==> src/rtl/lcd_scan_controller_pkg.sv <==
// Shared constants, state encoding and sizing helpers for the LCD digit scanner.
package lcd_scan_controller_pkg;

  localparam logic [6:0] SEG_BLANK = 7'b1111111;

  typedef enum logic {
    ST_BLANK = 1'b0,
    ST_DRIVE = 1'b1
  } scan_state_e;

  // Counter width covering the longer of the two phase lengths (at least 1 bit).
  function automatic int cnt_width(input int dwell, input int guard);
    int longest;
    longest = (dwell > guard) ? dwell : guard;
    return (longest > 1) ? $clog2(longest) : 1;
  endfunction

endpackage

==> src/rtl/lcd_scan_controller_decoder.sv <==
// Hex nibble to active-low 7-segment pattern, bit order {g,f,e,d,c,b,a}.
module lcd_scan_controller_decoder (
  input  logic [3:0] nibble_i,
  output logic [6:0] seg_o
);

  always_comb begin
    seg_o = 7'b1111111;
    case (nibble_i)
      4'h0: seg_o = 7'b1000000;
      4'h1: seg_o = 7'b1111001;
      4'h2: seg_o = 7'b0100100;
      4'h3: seg_o = 7'b0110000;
      4'h4: seg_o = 7'b0011001;
      4'h5: seg_o = 7'b0010010;
      4'h6: seg_o = 7'b0000010;
      4'h7: seg_o = 7'b1111000;
      4'h8: seg_o = 7'b0000000;
      4'h9: seg_o = 7'b0011000;
      4'hA: seg_o = 7'b0001000;
      4'hB: seg_o = 7'b0000011;
      4'hC: seg_o = 7'b1000110;
      4'hD: seg_o = 7'b0100001;
      4'hE: seg_o = 7'b0000110;
      4'hF: seg_o = 7'b0001110;
      default: seg_o = 7'b1111111;
    endcase
  end

endmodule

==> src/rtl/lcd_scan_controller.sv <==
// Round-robin multiplexed hex display scanner with blanking guard and
// frame-synchronous display update through a one-entry pending slot.
//
// state    | meaning
// ST_BLANK | all digits off for GUARD cycles (anti-ghosting gap)
// ST_DRIVE | digit idx driven for DWELL cycles
module lcd_scan_controller
  import lcd_scan_controller_pkg::*;
#(
  parameter int NUM_DIGITS = 4,
  parameter int DWELL      = 50000,
  parameter int GUARD      = 2
) (
  input  logic                      clk,
  input  logic                      rst,
  input  logic                      loadValid,
  output logic                      loadReady,
  input  logic [4*NUM_DIGITS-1:0]   loadData,
  input  logic                      blankLeadZero,
  output logic [6:0]                segOut,
  output logic [NUM_DIGITS-1:0]     digitEn,
  output logic                      frameDone
);

  localparam int CW = cnt_width(DWELL, GUARD);
  localparam int IW = $clog2(NUM_DIGITS);

  localparam logic [CW-1:0]         DWELL_TC  = CW'(DWELL - 1);
  localparam logic [CW-1:0]         GUARD_TC  = CW'(GUARD - 1);
  localparam logic [IW-1:0]         IDX_LAST  = IW'(NUM_DIGITS - 1);
  localparam logic [NUM_DIGITS-1:0] DIGIT_OFF = '1;

  scan_state_e               state_q;
  logic [CW-1:0]             cnt_q;
  logic [IW-1:0]             idx_q;
  logic [4*NUM_DIGITS-1:0]   display_q;
  logic [4*NUM_DIGITS-1:0]   pending_q;
  logic                      pend_full_q;
  logic [6:0]                seg_q;
  logic [6:0]                seg_d;
  logic [NUM_DIGITS-1:0]     dig_q;
  logic [NUM_DIGITS-1:0]     dig_d;
  logic                      frame_done_q;

  logic [3:0]                nibble;
  logic [6:0]                dec_seg;
  logic [NUM_DIGITS-1:0]     upper_zero;
  logic                      blank_digit;
  logic                      wrap;
  logic                      accept;

  assign nibble = display_q[{idx_q, 2'b00} +: 4];

  lcd_scan_controller_decoder u_decoder (
    .nibble_i (nibble),
    .seg_o    (dec_seg)
  );

  // upper_zero[i]: nibble i and every more-significant nibble are zero.
  always_comb begin
    upper_zero = '0;
    upper_zero[NUM_DIGITS-1] = (display_q[4*(NUM_DIGITS-1) +: 4] == 4'h0);
    for (int i = NUM_DIGITS - 2; i >= 0; i--) begin
      upper_zero[i] = upper_zero[i+1] & (display_q[4*i +: 4] == 4'h0);
    end
  end

  assign blank_digit = blankLeadZero && (idx_q != '0) && upper_zero[idx_q];

  always_comb begin
    dig_d = DIGIT_OFF;
    seg_d = SEG_BLANK;
    if (state_q == ST_DRIVE) begin
      dig_d[idx_q] = 1'b0;
      if (!blank_digit) begin
        seg_d = dec_seg;
      end
    end
  end

  assign wrap   = (state_q == ST_DRIVE) && (cnt_q == DWELL_TC) && (idx_q == IDX_LAST);
  assign accept = loadValid && !pend_full_q;

  always_ff @(posedge clk) begin
    if (rst) begin
      state_q      <= ST_BLANK;
      cnt_q        <= '0;
      idx_q        <= '0;
      display_q    <= '0;
      pending_q    <= '0;
      pend_full_q  <= 1'b0;
      seg_q        <= SEG_BLANK;
      dig_q        <= DIGIT_OFF;
      frame_done_q <= 1'b0;
    end else begin
      seg_q        <= seg_d;
      dig_q        <= dig_d;
      frame_done_q <= wrap;

      case (state_q)
        ST_BLANK: begin
          if (cnt_q == GUARD_TC) begin
            cnt_q   <= '0;
            state_q <= ST_DRIVE;
          end else begin
            cnt_q <= cnt_q + CW'(1);
          end
        end
        ST_DRIVE: begin
          if (cnt_q == DWELL_TC) begin
            cnt_q   <= '0;
            state_q <= ST_BLANK;
            idx_q   <= (idx_q == IDX_LAST) ? '0 : idx_q + IW'(1);
          end else begin
            cnt_q <= cnt_q + CW'(1);
          end
        end
        default: begin
          cnt_q   <= '0;
          state_q <= ST_BLANK;
        end
      endcase

      // Commit only looks at the slot as it was before this edge; a value
      // accepted on the wrap cycle waits for the following frame.
      if (wrap && pend_full_q) begin
        display_q   <= pending_q;
        pend_full_q <= 1'b0;
      end else if (accept) begin
        pending_q   <= loadData;
        pend_full_q <= 1'b1;
      end
    end
  end

  assign loadReady = !pend_full_q;
  assign segOut    = seg_q;
  assign digitEn   = dig_q;
  assign frameDone = frame_done_q;

endmodule

==> config.mk <==
export PLATFORM = sky130hd
export DESIGN_NAME = lcd_scan_controller
export DESIGN_NICKNAME = d
export VERILOG_FILES = /design/src/rtl/lcd_scan_controller_pkg.sv /design/src/rtl/lcd_scan_controller_decoder.sv /design/src/rtl/lcd_scan_controller.sv
export SDC_FILE = /design/constraint.sdc
export NUM_CORES = 1
export LEC_CHECK = 0
export CAP_MARGIN = 10
export CELL_PAD_IN_SITES_DETAIL_PLACEMENT = 1
export CELL_PAD_IN_SITES_GLOBAL_PLACEMENT = 1
export CORE_MARGIN = 3
export CORE_UTILIZATION = 42
export CTS_CLUSTER_SIZE = 16
export DETAILED_ROUTE_END_ITERATION = 8
export PLACE_DENSITY = 0.83
export SLEW_MARGIN = 20
export SYNTH_ARGS = -nofsm -noshare
export SYNTH_HDL_FRONTEND = slang
export SYNTH_SLANG_ARGS = --single-unit
==> constraint.sdc <==
create_clock -name clk -period 2.95 [get_ports clk]
set_input_delay 0.295 -clock clk [delete_from_list [all_inputs] [get_ports clk]]
set_output_delay 0.295 -clock clk [all_outputs]
set_load 0.03 [all_outputs]
### Word level (Yosys, flattened, before mapping)

Memory sizes are Yosys's and may differ from the RTL's. A register that Yosys moved wholly into a read port is not among the register bits.
Cells that the tools add are included.

* add/subtract/negate cells: 2
* order comparisons: 2
* equality and inequality tests: 3
* shift-type cells: 1
* muxes and demuxes: 11
* bitwise gates (word level): 6
* reduce and logical (&&, ||, !) cells: 18

Operators by type and width (number)
* $mux 16: 2
* $pmux 16 s2: 1
* $add 16x1->16 const B: 1
* $eq 16x1->1 const B: 1
* $eq 16x16->1 const B: 1
* $logic_not 4->1: 4
* $shiftx 16x5->4: 1
* $logic_and 1x1->1: 7
* $mux 1: 4
* $not 4->4: 1
* $reduce_and 2->1: 2
* $reduce_or 2->1: 2
* $and 1x1->1: 3
* $lt 2x3->1 const B: 1
* $reduce_or 3->1: 1
* $add 2x1->2 const B: 1
* $bmux 1 s2: 1
* $demux 1 s2: 1
* $eq 2x2->1 const B: 1
* $ge 2x1->1 const B: 1
* $mux 2: 1
* $not 1->1: 2
* $pmux 1 s2: 1
* $reduce_bool 2->1: 1
* $logic_not 1->1: 1

* register bits after elaboration: 57
* ROM bits: 112
* output and inout port bits: 13
* logic and storage cells: 52
* memories kept: 1

Memory list
* (no name shown): depth 16, width 7, rd ports 1, clocked after Yosys merged registers in 1, wr ports 0, RTL line lcd_scan_controller_decoder.sv:9 `case (nibble_i)`

### Longest topological paths before layout

* depth in word-level cells: 8
* mapped depth: 9

### Modules after synthesis

A second synthesis with hierarchy kept.

* cells, all modules: 334
* area total of the unflattened synthesis: 2952.8 um^2

Modules (own cells, without submodules)
* lcd_scan_controller: times used 1, cells an instance 298, area each 2667.6 um^2
* lcd_scan_controller_decoder: times used 1, cells an instance 36, area each 285.3 um^2

### Least setup slack after synthesis

No wires, ideal clock.

* path kind: register to register
* start point: register idx_q[0]
* end point: register seg_q[1] (netlist: segOut[1])
* library setup time: 123 ps
* arrival time: 1963 ps
* required time: 2827 ps
* path slack: 864 ps
* cell stages (with the launch flop): 10
* path buffers: 1
* path through: dfxtp_1 > buf_2 > mux4_2 > inv_1 > ha_1 > inv_1 > nor2_1 > a21o_1 > a32oi_1 > nand2_1

* cells in the longest elaborated chain, start to end: 4
* elaborated cells between the ends (all ways): 7

Ends and longest elaborated chain
* from (decl): RTL line lcd_scan_controller.sv:35 `logic [IW-1:0] idx_q;`
* from (signal assigned): RTL line lcd_scan_controller.sv:113 `idx_q <= (idx_q == IDX_LAST) ? '0 : idx_q + IW'(1);`
* $bmux 1 s2 / $reduce_bool 2->1 (equally long branches): RTL line lcd_scan_controller.sv:68 `assign blank_digit = blankLeadZero && (idx_q != '0) && upper_zero[idx_q];`
* $mux 1 (not written as such) / $logic_and 1x1->1 (equally long branches): RTL line lcd_scan_controller.sv:68
* $logic_and 1x1->1: RTL line lcd_scan_controller.sv:68
* $reduce_or 3->1 (no line)
* to (decl): RTL line lcd_scan_controller.sv:39 `logic [6:0] seg_q;`

Parallel ways exist; a longest one is shown, timed or not. The select of a mux whose other input is x is not followed.
A chain may end at the register's enable or synchronous reset.

### Worst setup path after layout

* start point: register idx_q[0]
* end point: register seg_q[3] (netlist: segOut[3])

Same word-level chain as after synthesis.

==> results.sh <==
export IMPL_status="finished, final reports clean"
export IMPL_synth_compound_area_frac=0.07149
export IMPL_setup_viol=0
export IMPL_synth_top_family_by_area="simple AND/OR/NAND/NOR gates"
export IMPL_antenna_left=0
export IMPL_crit_type="flop to flop"
export IMPL_use_met1=0.2280
export IMPL_grt_use_met3=0.04183
export IMPL_grt_max_degree=38
export IMPL_fmax_ghz=0.4054
export IMPL_hold_viol_final=0
export IMPL_crit_top_cell="nor2_1"
export IMPL_stdcell_count=414
export IMPL_die_area_sq_um=7504
export IMPL_postCtsHoldBufs=0
export IMPL_p_leak_nw=1.369
export IMPL_cts_made_buffers=9
export IMPL_rsz0062_at_grt="no"
export IMPL_cp_cell_sequence="mux4_2 > inv_1 > ha_1 > inv_1 > nor2_1 > nor2_1 > nor2_1 > o31ai_1"
export IMPL_grt_remaining_overflow=0
export IMPL_area_growth_pct=22.00
export IMPL_slowest_stage="mux4_2"
export IMPL_layout_common_cells="dfxtp_1 (64), nand2_1 (49), nor2_1 (45)"
export IMPL_dpl_hpwl_um=4573
export IMPL_synthAdderAreaFrac=0.05041
export IMPL_drive_above_1_share=0.07080
export IMPL_required_ns=3.19
export IMPL_root_buffer="clkbuf_8"
export IMPL_synth_edf_count=0
export IMPL_routed_wl_um=6420
export IMPL_yosysSeqAreaShare=0.4693
export IMPL_postSynthAreaPerCell_sq_um=9.040
export IMPL_peakVddDrop_v=0.0003637
export IMPL_grtUsageTotal=0.1885
export IMPL_r2r_setup_slack_ns=0.48
export IMPL_grt_pass1_vias=2218
export IMPL_finalMaxSlewViolations=0
export IMPL_place_congestion=0.7651
export IMPL_hold_depth=2
export IMPL_yosysUniqueCellTypes=39
export IMPL_top_usage_layer="met2"
export IMPL_skew_ns=0.006455
export IMPL_routed_via_density=5.205
export IMPL_holdWs_ns=0.4601
export IMPL_setup_tns_ns=0
export IMPL_reg2reg_depth=8
export IMPL_synth_xor_area_share=0.04491
export IMPL_syn_nets=333
export IMPL_synthSimpleGateAreaFrac=0.2209
export IMPL_slew_headroom=0.5628
export IMPL_routedWlPerCell_um=15.51
export IMPL_crit_path_max_incr_delay_ns=0.63
export IMPL_min_from="pending_q[6]"
export IMPL_cts_resized=0
export IMPL_htree_levels=3
export IMPL_hold_path_end="pending_q[6]"
export IMPL_endpoint_kind="flop"
export IMPL_vias=2155
export IMPL_fin_crit_ns=2.467
export IMPL_grtUsageMet2=0.3108
export IMPL_port_buffers=32
export IMPL_rows=28
export IMPL_crit_path_start_kind="flop"
export IMPL_layout_commonest_cell="dfxtp_1"
export IMPL_worstMarginPinSlew_ns=0.6538
export IMPL_clockBufferDepth=2
export IMPL_drtPass1Iterations=4
export IMPL_reg2reg_from="idx_q[0]"
export IMPL_drc=0
export IMPL_path_clk_slew_ns=0.07
export IMPL_grt_pass1_wl_um=10860
export IMPL_ys_ff_latch=64
export IMPL_antenna_found_initial=0
export IMPL_finalCritPeriodShare=0.8362
export IMPL_die_w_um=86.63
export IMPL_fp_coreArea_sq_um=6096
export IMPL_num_nets_final=365
export IMPL_critical_path_max_fanout=10
export IMPL_num_fill_cells=722
export IMPL_syn_inst=302
export IMPL_setup_slack_ns=0.4831
export IMPL_ys_warn_count=0
export IMPL_min_path_type="flop to flop"
export IMPL_dpl_worst_slack_ns=0.5160
export IMPL_dp_cells=398
export IMPL_syn_area_sq_um=2730
export IMPL_cts_sinks=64
export IMPL_synth_top_flop_cell="dfxtp_1"
export IMPL_n_antenna_cell=0
export IMPL_drt_iter0_markers=61
export IMPL_cts_setup_buffers=0
export IMPL_arrival_ns=2.70
export IMPL_synthMuxAreaShare=0.1027
export IMPL_reg2reg_to="segOut[3]"
export IMPL_power_density_nw_per_um2=587.0
export IMPL_maxCapViolations=0
export IMPL_cts_tree="built"
export IMPL_synthArstFlopShare=0
export IMPL_initial_core_util=0.4479
export IMPL_clk_latency_ns=0.34
export IMPL_ios=33
export IMPL_fp_dieH_um=86.63
[state kept, by name, indices dropped and copies added, names as in the netlist]
register / count
idx_q: 2
segOut: 7
state_q: 1
pend_full_q: 1
display_q: 16
frameDone: 1
cnt_q: 16
digitEn: 4
pending_q: 16
[through the flow]
| step | util | cell area, sq um | power, mW |
|---|---|---|---|
| 6_report | 0.5464 | 3331 | 1.955 |
| 5_1_grt | 0.5464 | 3331 | 2.042 |
| 4_1_cts | 0.5464 | 3331 | 1.977 |
| 3_5_place_dp | 0.5082 | 3098 | 1.103 |
| 3_3_place_gp | 0.5082 | 3098 | 1.093 |
| 2_1_floorplan | - | 2730 | 1.027 |
[cells in the mapped netlist, types with 2 or more instances]
cell	n	share of area
a21oi_1	23	0.042
buf_4	2	0.0055
xnor2_1	7	0.022
and3_1	5	0.011
dfxtp_1	64	0.47
inv_1	10	0.014
nand3_1	8	0.015
nor2b_1	2	0.0046
xor2_1	7	0.022
nand2_1	49	0.067
o211ai_1	2	0.0055
mux2i_1	19	0.070
nand3b_1	2	0.0055
nor4_1	4	0.0092
nand4_1	6	0.014
clkbuf_1	9	0.012
nor3_1	3	0.0055
mux4_2	4	0.033
nor2_1	45	0.062
nand2b_1	2	0.0046
ha_1	11	0.050
[worst max-delay path by stage]
stage	slack (ns)	endpoint	start
2_1_floorplan	0.86	segOut[1]	idx_q[0]
3_3_place_gp	0.72	segOut[1]	idx_q[0]
3_5_place_dp	0.52	segOut[3]	idx_q[0]
4_1_cts	0.50	segOut[3]	idx_q[0]
5_1_grt	0.28	segOut[3]	idx_q[0]
6_report	0.48	segOut[3]	idx_q[0]
[critical path: cells and delay by family (launching register included)]
kind | cells | cell delay (ns)
compound gates | 1 | 0.29
buf+inv | 2 | 0.27
mux | 1 | 0.63
fa+ha+maj | 1 | 0.28
flops | 1 | 0.61
simple gates | 3 | 0.26
[report_power, final]
part	total, mW	internal, mW	switching (mW)
Clock	0.873	0.546	0.327
Combinational	0.161	0.0703	0.0906
Sequential	0.921	0.899	0.0226
Total	1.96	1.52	0.440
[cell type report]
| class | instances | area (sq um) | area share |
|---|---|---|---|
| flip-flops and latches | 64 | 1281 | 0.3847 |
| clock inverters | 2 | 60.06 | 0.01803 |
| repair buffers | 35 | 342.8 | 0.1029 |
| well taps | 75 | 93.84 | 0.02817 |
| inverters | 11 | 41.29 | 0.01240 |
| multi-input cells | 213 | 1339 | 0.4020 |
| clock buffers | 14 | 172.7 | 0.05184 |
[layer usage]
metal  wire length [um]  part of all wire  up-vias
met3                209             0.033       13
met5                  0                 0        -
li1                   -                 -     1085
met2               3129              0.49       39
met1               2922              0.46     1018
met4                159             0.025        0
[cell families after synthesis]
family | Yosys count
buffers and inverters | 25
multiplexers | 23
adder cells (fa/ha/maj) | 11
AND/OR/NAND/NOR | 132
AO/OA/AOI/OAI | 33
XOR/XNOR | 14
flip-flops | 64
Note: power is estimated with default switching activity, not from simulation.
==> edit: new RTL, same flow settings <==
`GUARD`: 2 -> 1.
--- a/src/rtl/lcd_scan_controller.sv
+++ b/src/rtl/lcd_scan_controller.sv
@@ -9,7 +9,7 @@
 #(
   parameter int NUM_DIGITS = 4,
   parameter int DWELL      = 50000,
-  parameter int GUARD      = 2
+  parameter int GUARD      = 1
 ) (
   input  logic                      clk,
   input  logic                      rst,
Behaviour: not the same (a bounded check fails within 4 cycles, from zero or initial values and one cycle with rst high).
==> edit against the unedited design <==
Core utilization down 0.92 points. Worst setup slack better by 0.081 ns. Global-route usage down 0.61 points. Via count up 1.2%. Non-clock buffer count unchanged. Synthesized cell count up 0.66%. Clock skew up 0.0013 ns. Wire length down 4.7%. Sequential cell count unchanged. Clock power down 20%. Cell area down 1.1%. Combinational power up 9%. Area after synthesis up 0.37%. Power down 8.3%. Critical path type unchanged. Critical endpoint is now segOut[1]. Highest routed layer unchanged.
==> edit: results (changes against the unedited design) <==
Outcome
  – Outcome: complete, no violations

Critical path
  – Critical Path AT: 2.62 ns (-0.08 ns)
  – FF-to-FF End: segOut[1]

Pwr
  – Comb pwr: 0.175 mW (+9%)
  – Worst IR Drop VDD: 0.347 mV (-4.5%)
  – Clock power frac: 38.9% (-5.7 points)
  – Sequential group share of total power: 51.3% (+4.2 points)
  – Int Pwr: 1.35 mW (-11%)
  – Leakage: 1.35 nW (-1.7%)

Yosys
  – Complex-gate fraction of the synthesized area: 7.12% (-0.026 points)
  – Syn nets: 335 (+0.60%)
  – Adder-Cell Fraction of Synth Area: 5.02% (-0.018 points)
  – Register area share after synthesis: 46.8% (-0.17 points)
  – Post-synthesis mux area share: 10.2% (-0.038 points)
  – Post-synth top cells: dfxtp_1, nand2_1, nor2_1
  – XOR/XNOR Fraction of Synth Area: 4.47% (-0.016 points)
  – Synth cell types: 38 (-2.6%)
  – Syn Inst Count: 304 (+0.66%)

Finish
  – Filler Cell Count: 723 (+0.14%)
  – Nets: 367 (+0.55%)
  – Layout cells sized above 1: 7.04% (-0.042 points)
  – Final instance area: 3290 sq um (-1.1%)

Drt
  – Vias/cell: 5.24 (+0.72%)
  – Routed wire length per instance: 14.7 um (-5.2%)
  – Vias: 2181 (+1.2%)
  – Starting DRT DRC Count: 99 (+62%)

Placement
  – Placed Area: 3110 sq um (+0.32%)
  – Total placed cells including tap cells: 400 (+0.50%)
  – Placer Congestion: 0.801 (+4.7%)
  – Place WS: 0.568 ns (+0.0518 ns)
  – Post-DP HPWL: 4.35 mm (-4.9%)

Min path
  – HP Start: pending_q[15]
  – WHS Endpoint: pending_q[15]

STA
  – Hold slack: 0.456 ns (-0.00397 ns)
  – Final setup violation count: 0 (unchanged)
  – Final critical-path share of the clock period: 80.9% (-2.8 points)
  – Slew HR: 53.2% (-3.0 points)

Global route
  – Pin count of the biggest net entering global routing: 35 (-7.9%)
## edit: cell count changes after synthesis
cell | unedited run | this run
clkbuf_1 | 9 | 10
nor3_1 | 3 | 4
buf_1 | 1 | 0
nand3_1 | 8 | 9
inv_1 | 10 | 12
nor2_1 | 45 | 44
nand2_1 | 49 | 48
## edit: per-layer routing
layer  wire length (um)  vias up  GRT usage (%)
met4                 89        0           6.52
met1               2780     1033           21.6
met2               2950       47           30.1
met5                  0        -              0
met3                297        8           6.84
li1                   -     1093              -
## edit: cell type report
type | count | area share, %
clock inverter | 2 | 0.380
clock buffer | 14 | 5.24
sequential | 64 | 38.9
inverter | 13 | 1.48
multi-input combinational | 213 | 40.7
timing repair buffer | 35 | 10.4
tap | 75 | 2.85
## edit: kinds of logic after synthesis
kind of cell / after synthesis
and+or+nand+nor: 132
DFF: 64
muxes: 23
xor gates and xnor gates: 14
adders and majority gates: 11
buffers and inverters: 27
AOI/OAI and AO/OA: 33
